## src/rtl/fixmul_pkg.sv

```systemverilog
// Shared Q16.16 constants and the result word carried through the
// fixmul_scheduler result FIFO.
package fixmul_pkg;

  localparam int FRAC_BITS_DEF = 16;
  localparam int TAG_W_DEF     = 4;

  localparam logic signed [31:0] Q_ONE = 32'sh0001_0000;
  localparam logic signed [31:0] Q_MAX = 32'sh7FFF_FFFF;
  localparam logic signed [31:0] Q_MIN = 32'sh8000_0000;

  // One FIFO entry: rescaled product, its user tag, and the saturation flag.
  typedef struct packed {
    logic signed [31:0]     data;
    logic [TAG_W_DEF-1:0]   tag;
    logic                   sat;
  } fixmul_res_t;

endpackage

```

## src/rtl/fixmul_result_fifo.sv

```systemverilog
// Synchronous result FIFO with a registered output stage. Entries sit in a
// circular buffer and are prefetched into the output register one cycle
// after they are written, so there is no write-to-read fall-through.
// count reports buffered entries plus the one held in the output register.
module fixmul_result_fifo #(
  parameter int WIDTH = 37,
  parameter int DEPTH = 8
) (
  input  logic                       clk,
  input  logic                       rst_n,
  input  logic                       wr_en,
  input  logic [WIDTH-1:0]           wr_data,
  input  logic                       rd_ready,
  output logic                       rd_valid,
  output logic [WIDTH-1:0]           rd_data,
  output logic [$clog2(DEPTH+1)-1:0] count
);

  localparam int CNT_W = $clog2(DEPTH + 1);
  localparam int PTR_W = (DEPTH > 1) ? $clog2(DEPTH) : 1;

  logic [WIDTH-1:0] mem [DEPTH];
  logic [PTR_W-1:0] wr_ptr;
  logic [PTR_W-1:0] rd_ptr;
  logic [CNT_W-1:0] mem_cnt;
  logic             load;
  logic             pop;

  // The output register refills whenever it is empty or being consumed.
  assign pop   = rd_valid & rd_ready;
  assign load  = (mem_cnt != '0) & (~rd_valid | rd_ready);
  assign count = mem_cnt + CNT_W'(rd_valid);

  // Pointer, occupancy and output-register control.
  always_ff @(posedge clk) begin
    if (!rst_n) begin
      wr_ptr   <= '0;
      rd_ptr   <= '0;
      mem_cnt  <= '0;
      rd_valid <= 1'b0;
      rd_data  <= '0;
    end else begin
      if (wr_en) begin
        wr_ptr <= (wr_ptr == PTR_W'(DEPTH - 1)) ? '0 : wr_ptr + 1'b1;
      end
      if (load) begin
        rd_ptr  <= (rd_ptr == PTR_W'(DEPTH - 1)) ? '0 : rd_ptr + 1'b1;
        rd_data <= mem[rd_ptr];
      end
      if (wr_en && !load) begin
        mem_cnt <= mem_cnt + 1'b1;
      end else if (!wr_en && load) begin
        mem_cnt <= mem_cnt - 1'b1;
      end
      if (load) begin
        rd_valid <= 1'b1;
      end else if (pop) begin
        rd_valid <= 1'b0;
      end
    end
  end

  // Storage array; contents need no reset since occupancy gates every read.
  always_ff @(posedge clk) begin
    if (wr_en) begin
      mem[wr_ptr] <= wr_data;
    end
  end

endmodule

```

## src/rtl/fixmul_scheduler.sv

```systemverilog
// Issue/collect wrapper around the external non-stallable pipelined 32x32
// signed multiplier. Operands are registered onto mul_a/mul_b, a valid/tag
// delay line tracks each product to mul_p, the product is rescaled to
// Q16.16 with saturation, and results queue in a FIFO. Acceptance is
// throttled by counting in-flight operations against free FIFO space, so
// the FIFO can never overflow while the consumer stalls.
// TAG_W must equal fixmul_pkg::TAG_W_DEF because the FIFO word is the
// package result struct.
module fixmul_scheduler
  import fixmul_pkg::*;
#(
  parameter int MUL_LATENCY = 4,
  parameter int FRAC_BITS   = FRAC_BITS_DEF,
  parameter int TAG_W       = TAG_W_DEF,
  parameter int FIFO_DEPTH  = 8
) (
  input  logic                    clk,
  input  logic                    rst_n,
  input  logic                    in_valid,
  output logic                    in_ready,
  input  logic signed [31:0]      in_a,
  input  logic signed [31:0]      in_b,
  input  logic [TAG_W-1:0]        in_tag,
  output logic signed [31:0]      mul_a,
  output logic signed [31:0]      mul_b,
  input  logic signed [63:0]      mul_p,
  output logic                    out_valid,
  input  logic                    out_ready,
  output logic signed [31:0]      out_data,
  output logic [TAG_W-1:0]        out_tag,
  output logic                    out_sat
);

  localparam int CNT_W = $clog2(FIFO_DEPTH + 1);
  localparam int INF_W = $clog2(MUL_LATENCY + 2);

  logic                   run;
  logic                   accept;
  logic [MUL_LATENCY:0]   vld_p;
  logic [TAG_W-1:0]       tag_p [0:MUL_LATENCY];
  logic [INF_W-1:0]       inflight;
  logic [CNT_W-1:0]       fifo_count;
  logic [CNT_W:0]         credit_used;
  logic                   res_wr;
  fixmul_res_t            wr_word;
  fixmul_res_t            rd_word;

  // Drop FRAC_BITS from the 64-bit product and clamp into the Q16.16 range.
  function automatic fixmul_res_t rescale(input logic signed [63:0] p,
                                          input logic [TAG_W-1:0]   tag);
    logic signed [63:0] r;
    fixmul_res_t        res;
    r       = p >>> FRAC_BITS;
    res.tag = tag;
    if (r > 64'sh0000_0000_7FFF_FFFF) begin
      res.data = Q_MAX;
      res.sat  = 1'b1;
    end else if (r < 64'shFFFF_FFFF_8000_0000) begin
      res.data = Q_MIN;
      res.sat  = 1'b1;
    end else begin
      res.data = r[31:0];
      res.sat  = 1'b0;
    end
    return res;
  endfunction

  // Credits come from registered state only; a same-cycle pop does not help.
  assign credit_used = {1'b0, fifo_count} + (CNT_W + 1)'(inflight);
  assign in_ready    = run & (credit_used < (CNT_W + 1)'(FIFO_DEPTH));
  assign accept      = in_valid & in_ready;

  // Stage boundary: vld_p[MUL_LATENCY] lines up with mul_p; write on the next edge.
  assign res_wr  = vld_p[MUL_LATENCY];
  assign wr_word = rescale(mul_p, tag_p[MUL_LATENCY]);

  // Control path: run flag, valid delay line, in-flight count, operand registers.
  always_ff @(posedge clk) begin
    if (!rst_n) begin
      run      <= 1'b0;
      vld_p    <= '0;
      inflight <= '0;
      mul_a    <= '0;
      mul_b    <= '0;
    end else begin
      run   <= 1'b1;
      vld_p <= {vld_p[MUL_LATENCY-1:0], accept};
      if (accept) begin
        mul_a <= in_a;
        mul_b <= in_b;
      end
      if (accept && !res_wr) begin
        inflight <= inflight + INF_W'(1);
      end else if (!accept && res_wr) begin
        inflight <= inflight - INF_W'(1);
      end
    end
  end

  // Tag delay line; entries are qualified by vld_p so no reset is needed.
  always_ff @(posedge clk) begin
    tag_p[0] <= in_tag;
    for (int i = 1; i <= MUL_LATENCY; i++) begin
      tag_p[i] <= tag_p[i-1];
    end
  end

  // Stage boundary: rescaled results enter the output FIFO.
  fixmul_result_fifo #(
    .WIDTH ($bits(fixmul_res_t)),
    .DEPTH (FIFO_DEPTH)
  ) u_fifo (
    .clk      (clk),
    .rst_n    (rst_n),
    .wr_en    (res_wr),
    .wr_data  (wr_word),
    .rd_ready (out_ready),
    .rd_valid (out_valid),
    .rd_data  (rd_word),
    .count    (fifo_count)
  );

  assign out_data = rd_word.data;
  assign out_tag  = rd_word.tag;
  assign out_sat  = rd_word.sat;

endmodule

```

## config.mk

```make
export PLATFORM = sky130hd
export DESIGN_NAME = fixmul_scheduler
export DESIGN_NICKNAME = d
export VERILOG_FILES = /design/src/rtl/fixmul_pkg.sv /design/src/rtl/fixmul_result_fifo.sv /design/src/rtl/fixmul_scheduler.sv
export SDC_FILE = /design/constraint.sdc
export NUM_CORES = 1
export LEC_CHECK = 0
export CAP_MARGIN = 20
export CORE_MARGIN = 4
export CORE_UTILIZATION = 55
export DETAILED_ROUTE_END_ITERATION = 6
export PLACE_DENSITY_LB_ADDON = 0.3
export SLEW_MARGIN = 20
export SYNTH_ARGS = -nofsm -noshare
export SYNTH_HDL_FRONTEND = slang
export SYNTH_SLANG_ARGS = --single-unit
```

## constraint.sdc

```tcl
create_clock -name clk -period 10.7 [get_ports clk]
set_input_delay 1.07 -clock clk [delete_from_list [all_inputs] [get_ports clk]]
set_output_delay 1.07 -clock clk [all_outputs]
set_load 0.05 [all_outputs]
```

==> results of run 1 <==
[Yosys cell counts (5+ instances only)]
cell,count
a31oi_2,5
edfxtp_1,296
nand2_1,213
nor2_1,8
buf_6,13
a31oi_1,34
mux2i_1,68
ha_1,12
buf_2,12
clkbuf_1,38
o21ai_0,38
dfxtp_1,141
and2_1,8
a21o_1,31
inv_1,5
nand2b_1,6
mux4_2,74
nor2b_1,6
[metrics by stage]
stage	power (mW)	util, %	cell area, sq um	setup WS, ps
floorplan	2.91	-	16600	6370
global placement	3.21	64.3	19100	6600
detailed placement	3.23	64.3	19100	6540
CTS	4.73	69.1	20500	6460
global route	4.89	69.2	20600	6250
finish	4.68	69.2	20600	6480
[power breakdown]
group	total [mW]	internal [mW]	switching [mW]	leakage [nW]
Sequential	2.02	1.91	0.113	3.81
Combinational	1.17	0.493	0.682	2.50
Clock	1.49	0.884	0.604	0.698
Total	4.68	3.29	1.40	7.00
[how the worst max path moves through the flow]
| stage | from | endpoint | slack [ps] | depth (start not counted) |
|---|---|---|---|---|
| 2_1_floorplan | u_fifo.rd_valid | in_ready | 6370 | 6 |
| 3_3_place_gp | out_ready | u_fifo.mem_cnt[3] | 6600 | 11 |
| 3_5_place_dp | out_ready | u_fifo.mem_cnt[3] | 6540 | 11 |
| 4_1_cts | u_fifo.mem_cnt[0] | in_ready | 6460 | 7 |
| 5_1_grt | u_fifo.mem_cnt[0] | in_ready | 6250 | 7 |
| 6_report | u_fifo.mem_cnt[0] | in_ready | 6480 | 7 |
[layer usage]
| metal | routed length [microns] | share of wire, % | vias up | global-route usage [%] |
|---|---|---|---|---|
| met1 | 14800 | 41 | 4718 | 29.3 |
| met2 | 17700 | 49 | 375 | 36.4 |
| met5 | 0 | 0 | - | 0 |
| met4 | 660 | 1.8 | 0 | 5.31 |
| li1 | - | - | 4369 | - |
| met3 | 2790 | 7.7 | 51 | 4.23 |
[kinds of logic (layout without fill, tap and decap cells)]
family,count (synthesis),in the layout,synth area share [%]
xor gates and xnor gates,6,6,0.317
muxes,142,142,14.2
and+or+nand+nor,260,260,6.52
buffers and inverters,73,320,2.41
adders and majority gates,14,14,1.15
AOI/OAI and AO/OA,120,120,4.78
DFF,437,437,70.7
[cell type report]
cell class              count  area (sq um)
flip-flops and latches    437         11700
fillers                  1960          9160
multi-input cells         542          4560
repair buffers            237          2360
clock buffers              57          1200
well taps                 390           488
clock inverters            20           206
inverters                   6          22.5
[state kept, by name, summed over array words and instances (netlist names), 3 cells and up]
register,count
mul_a,32
u_fifo.rd_data,37
u_fifo.mem_cnt,4
u_fifo.mem,296
mul_b,32
inflight,3
u_fifo.wr_ptr,3
tag_p,20
u_fifo.rd_ptr,3
vld_p,5
==> run metrics, run 1 <==
status finished, final reports clean; R2R depth 10; RSZ-0062 raised after global routing no; Reg-to-Reg End u_fifo.mem_cnt[3]; Critical Path Source Type flop; Post-synth EDFFs approximately 300; hold path cells 0; Final Max Tran Viols 0; Crit path arrival time approximately 3200 ps; # diodes 0; Max VDD drop between 0.15 and 0.2 mV; Final Hold Fails 0; first-pass GRT wire length ~56,000 microns; clock slew at reported path FFs 60 ps; fmax roughly 240 MHz; CTS tree built; vias in the first global route between 9,000 and 10,000; Post-CTS Setup Inserts 0; CP Class flop to primary output; total of max-cap violations 0; leak pwr ~7 nW; worst-path cell chain ha_1 > ha_1 > ha_1 > a31oi_1 > nor2b_1 > nor4b_1 > clkdlybuf4s50_1; Nets around 1,400; Non-Filler Instances ~1,700; root buffer cell clkbuf_16; RR Startpoint u_fifo.mem_cnt[1]; worst-path fanout max 5; crit-path most repeated cell ha_1; post-synth cell types 40; DRT Pass-1 Iters 4; CTS buffer count 42; Slew HR between 20% and 30%; via count between 9,000 and 10,000; Post-Syn Area between 15,000 and 20,000 sq um; leading cell type in the layout, fill and taps excluded edfxtp_1; port buffer count ~220; Syn Area/Cell between 15 and 20 sq um; CTS Buffer Depth 3; DR vias/cell about 5.6; DIE WIDTH 182 microns; crit path buf inv count 1; yosys warns 0; Final Skew approximately 21 ps; post-layout minimum cycle time about 4200 ps; Starting Density between 50% and 60%; Hold Startpoint tag_p[0][15]; wire per inst ~21 microns; sequential fraction of the synthesis area between 70% and 80%; initial antenna violation count 0; drt initial violations just over 700; Detail Route Antenna Nets 0; Min Hold Slack between 300 and 400 ps; CTS hold repair buffers 0; Hold Path End tag_p[0][19]; Worst Path Required ~9600 ps; Yosys top cell by area edfxtp_1; Core ar. ~30,000 sq um; # H-tree levels 2; die footprint approximately 33,000 sq um; highest cell delay on the worst timing path between 900 and 1000 ps; placed cell count about 1,600; clock latency at the later pin of the worst-skew pair ~530 ps; Least-Margin Pin Slew between 1000 and 1500 ps; Total Wirelength 36,000 microns; Hold Path Class flop to flop; # DRC 0; hpwl dp 20,100 microns; reg2reg setup slack 7540 ps; delay-heaviest family, CP buffers and inverters; area grow syn2layout 24.0%; Setup TNS 0 ps; largest net degree at the start of global routing 111; share of post-route cells with drive strength above 1 around 14%; die height about 180 microns; asr flop ratio synth 0%; ys flop type edfxtp_1; crit path capture type primary output; synthesized instance count ~1,100; most frequent cells in the layout edfxtp_1 (296), clkdlybuf4s50_1 (221), nand2_1 (213); io pins 239; gr ovfl total 0; Setup Viol. Count Final 0; Crit-path slowest cell clkdlybuf4s50_1; Syn Nets roughly 1,200; top cells by area, synth edfxtp_1 (54%), dfxtp_1 (17%), mux4_2 (10%); Rows between 60 and 70; #FFs+latches synth ~440; period utilization around 40%; Synth top area share 53.6%; gpl congestion between 0.7 and 0.8; overall global routing resource usage a little over a fifth; clock sinks about 440; post-CTS sizing 0; Pwr per Cell Area 228 nW/um^2
No activity file was read; power rests on OpenSTA's default activity.
==> run 2: changes to the inputs <==
--- a/config.mk
+++ b/config.mk
@@ -7,7 +7,7 @@
 export LEC_CHECK = 0
 export CAP_MARGIN = 20
 export CORE_MARGIN = 4
-export CORE_UTILIZATION = 55
+export CORE_UTILIZATION = 54
 export DETAILED_ROUTE_END_ITERATION = 6
 export PLACE_DENSITY_LB_ADDON = 0.3
 export SLEW_MARGIN = 20
==> constraint.sdc (replaced) <==
create_clock -name clk -period 4.1 [get_ports clk]
set_input_delay 0.41 -clock clk [delete_from_list [all_inputs] [get_ports clk]]
set_output_delay 0.41 -clock clk [all_outputs]
set_load 0.05 [all_outputs]
==> run 2 against run 1 <==
  * Register-to-register slack lost 6500 ps
  * Sequential share of layout area fell by 0.19 points
  * Highest routed layer unchanged
  * Combinational power increased to 2.6 times the previous value
  * Worst setup slack lost 5900 ps
  * Routed wire length up 0.20%
  * Largest cell class unchanged
==> run metrics, run 2 (same netlist as run 1, synthesis figures left out) <==
status finished, final reports clean; fmax between 200 and 300 MHz; hpwl dp 20,600 microns (+2.6%); share of post-route cells with drive strength above 1 13.6% (-0.16 points); Final Max Tran Viols 0 (unchanged); Non-Filler Instances 1,697 (+0.47%); post-layout minimum cycle time roughly 3500 ps; Slew HR 27.1% (+0.70 points); CTS hold repair buffers 0 (unchanged); # diodes 0 (unchanged); CTS Buffer Depth 3 (unchanged); crit path buf inv count 1 (unchanged); DIE WIDTH 183 microns (+0.88%); Pwr per Cell Area 596 nW/um^2 (+160%); DRT Pass-1 Iters 5 (+1); DR vias/cell 5.65 (+0.31%); # fillers 1,971 (+0.56%); biggest regs u_fifo.mem (296), u_fifo.rd_data (37); Final Util 68.8% (-0.32 points); leading cell type in the layout, fill and taps excluded edfxtp_1; Tot Pwr 12.3 mW (+160%); Worst Path Required 3690 ps (-5940 ps); port buffer count 222 (unchanged); clock latency at the later pin of the worst-skew pair 550 ps (+20 ps); Critical Path Source Type flop; worst-path cell chain ha_1 > ha_1 > ha_1 > a31oi_1 > nor2b_1 > nor4b_1 > clkdlybuf4s50_1; worst-path fanout max 5 (unchanged); placed cell count 1,614 (+0.19%); leak pwr 7.03 nW (+0.41%); period utilization 86.5%; Largest Register u_fifo.mem; post-CTS sizing 0 (unchanged); cell area after layout 20,600 sq um (+0.33%); delay-heaviest family, CP buffers and inverters; area post-placement 19,200 sq um (+0.28%); Sw Ratio 30.1% (+0.22 points); wire per inst 21.2 microns (-0.27%); gpl congestion 0.751 (-1.7%); die height 183 microns (+0.88%); crit-path most repeated cell ha_1; Nets 1,421 (+0.35%); Final Skew 15.7 ps (-5.49 ps); Detail Route Antenna Nets 0 (unchanged); Hold Path Class input port to flop; gr ovfl total 0 (unchanged); Place WS 1030 ps (-5510 ps); Crit path arrival time 3140 ps (about the same); Int Pwr 8.59 mW (+160%); clock share of power 32.0% (+0.2 points); Min Hold Slack 310 ps (-14.3 ps); clock sinks 437 (unchanged); overall global routing resource usage 21.4% (-0.21 points); die footprint 33,600 sq um (+1.8%); crit path capture type primary output; CTS tree built; final setup margin 553 ps (-5930 ps); vias in the first global route 9,939 (+3.1%); first-pass GRT wire length 56,000 microns (+0.11%); reg2reg setup slack 1050 ps (-6490 ps); RR Startpoint u_fifo.mem_cnt[0]; drt initial violations 741 (+2.6%); clock slew at reported path FFs 60 ps (about the same); max reg flops 296 (unchanged); via count 9,588 (+0.79%); # DRC 0 (unchanged); initial antenna violation count 0 (unchanged); Reg power frac 43.4% (+0.2 points); io pins 239 (unchanged); Max VDD drop 0.393 mV (+150%); hold path cells 1 (+1); Rows 63 (unchanged); combinational fraction of design power 24.6% (-0.5 points); Reg-to-Reg End inflight[2]; CTS buffer count 45 (+7.1%); most frequent cells in the layout edfxtp_1 (296), clkdlybuf4s50_1 (221), nand2_1 (213); switching power 3.69 mW (+160%); Starting Density 55.3% (-0.44 points); RSZ-0062 raised after global routing no; highest cell delay on the worst timing path 880 ps (-30 ps); Hold Path End tag_p[0][2]; Hold Startpoint in_tag[2]; Setup Viol. Count Final 0 (unchanged); Setup TNS 0 ps (unchanged); Core ar. 30,000 sq um (+0.80%); total of max-cap violations 0 (unchanged); Post-CTS Setup Inserts 0 (unchanged); CP Class flop to primary output; largest net degree at the start of global routing 98 (-12%); Least-Margin Pin Slew 1090 ps (-10.6 ps); # H-tree levels 2 (unchanged); R2R depth 12 (+2); Total Wirelength 36,100 microns (+0.20%); Crit-path slowest cell clkdlybuf4s50_1; area grow syn2layout 24.4%; root buffer cell clkbuf_16; Final Hold Fails 0 (unchanged)
==> run 2: worst max-delay path by stage <==
stage / startpoint / to / slack [ps] / depth (start not counted)
after floorplan: u_fifo.rd_valid / in_ready / 430 / 6
after global placement: u_fifo.mem_cnt[0] / inflight[2] / 1050 / 12
after detailed placement: u_fifo.mem_cnt[0] / inflight[2] / 1030 / 12
after CTS: u_fifo.mem_cnt[0] / in_ready / 490 / 7
after global routing: u_fifo.mem_cnt[0] / in_ready / 400 / 7
final: u_fifo.mem_cnt[0] / in_ready / 550 / 7
==> run 2: worst reg2reg max path, cell delays in order, from the launching register on <==
cell and delay, ps:
dfxtp_1 440, ha_1 220, ha_1 230, ha_1 270
a31oi_1 170, nor2b_1 100, nor4_4 290, ha_1 220
inv_1 60, fa_1 370, xor2_1 150, or3_1 290
a21boi_0 160
==> run 2: power groups by stage <==
stage               registers [mW]  logic (mW)  clock network [mW]
floorplan                     5.94        1.65                   0
global placement              5.42        2.99                   0
detailed placement            5.43        3.04                   0
CTS                           5.34        3.06                4.00
global route                  5.39        3.24                4.20
finish                        5.33        3.02                3.93
==> run 2: layout make-up <==
cell class                 instances  area, sq um  share of cell area [%]
clock buffer                      64         1280                    6.21
clock inverter                    19          170                   0.825
inverter                           6         22.5                   0.109
multi-input combinational        542         4560                    22.1
sequential                       437        11700                    56.8
tap                              390          488                    2.37
timing repair buffer             239         2380                    11.6
==> run 2: routing by layer <==
metal	global-route usage, %	share of wire (%)	vias up
li1	-	-	4399
met1	28.3	40	4764
met2	36.7	50	370
met3	4.01	7.6	55
met4	6.02	2.0	0
met5	0	0	-
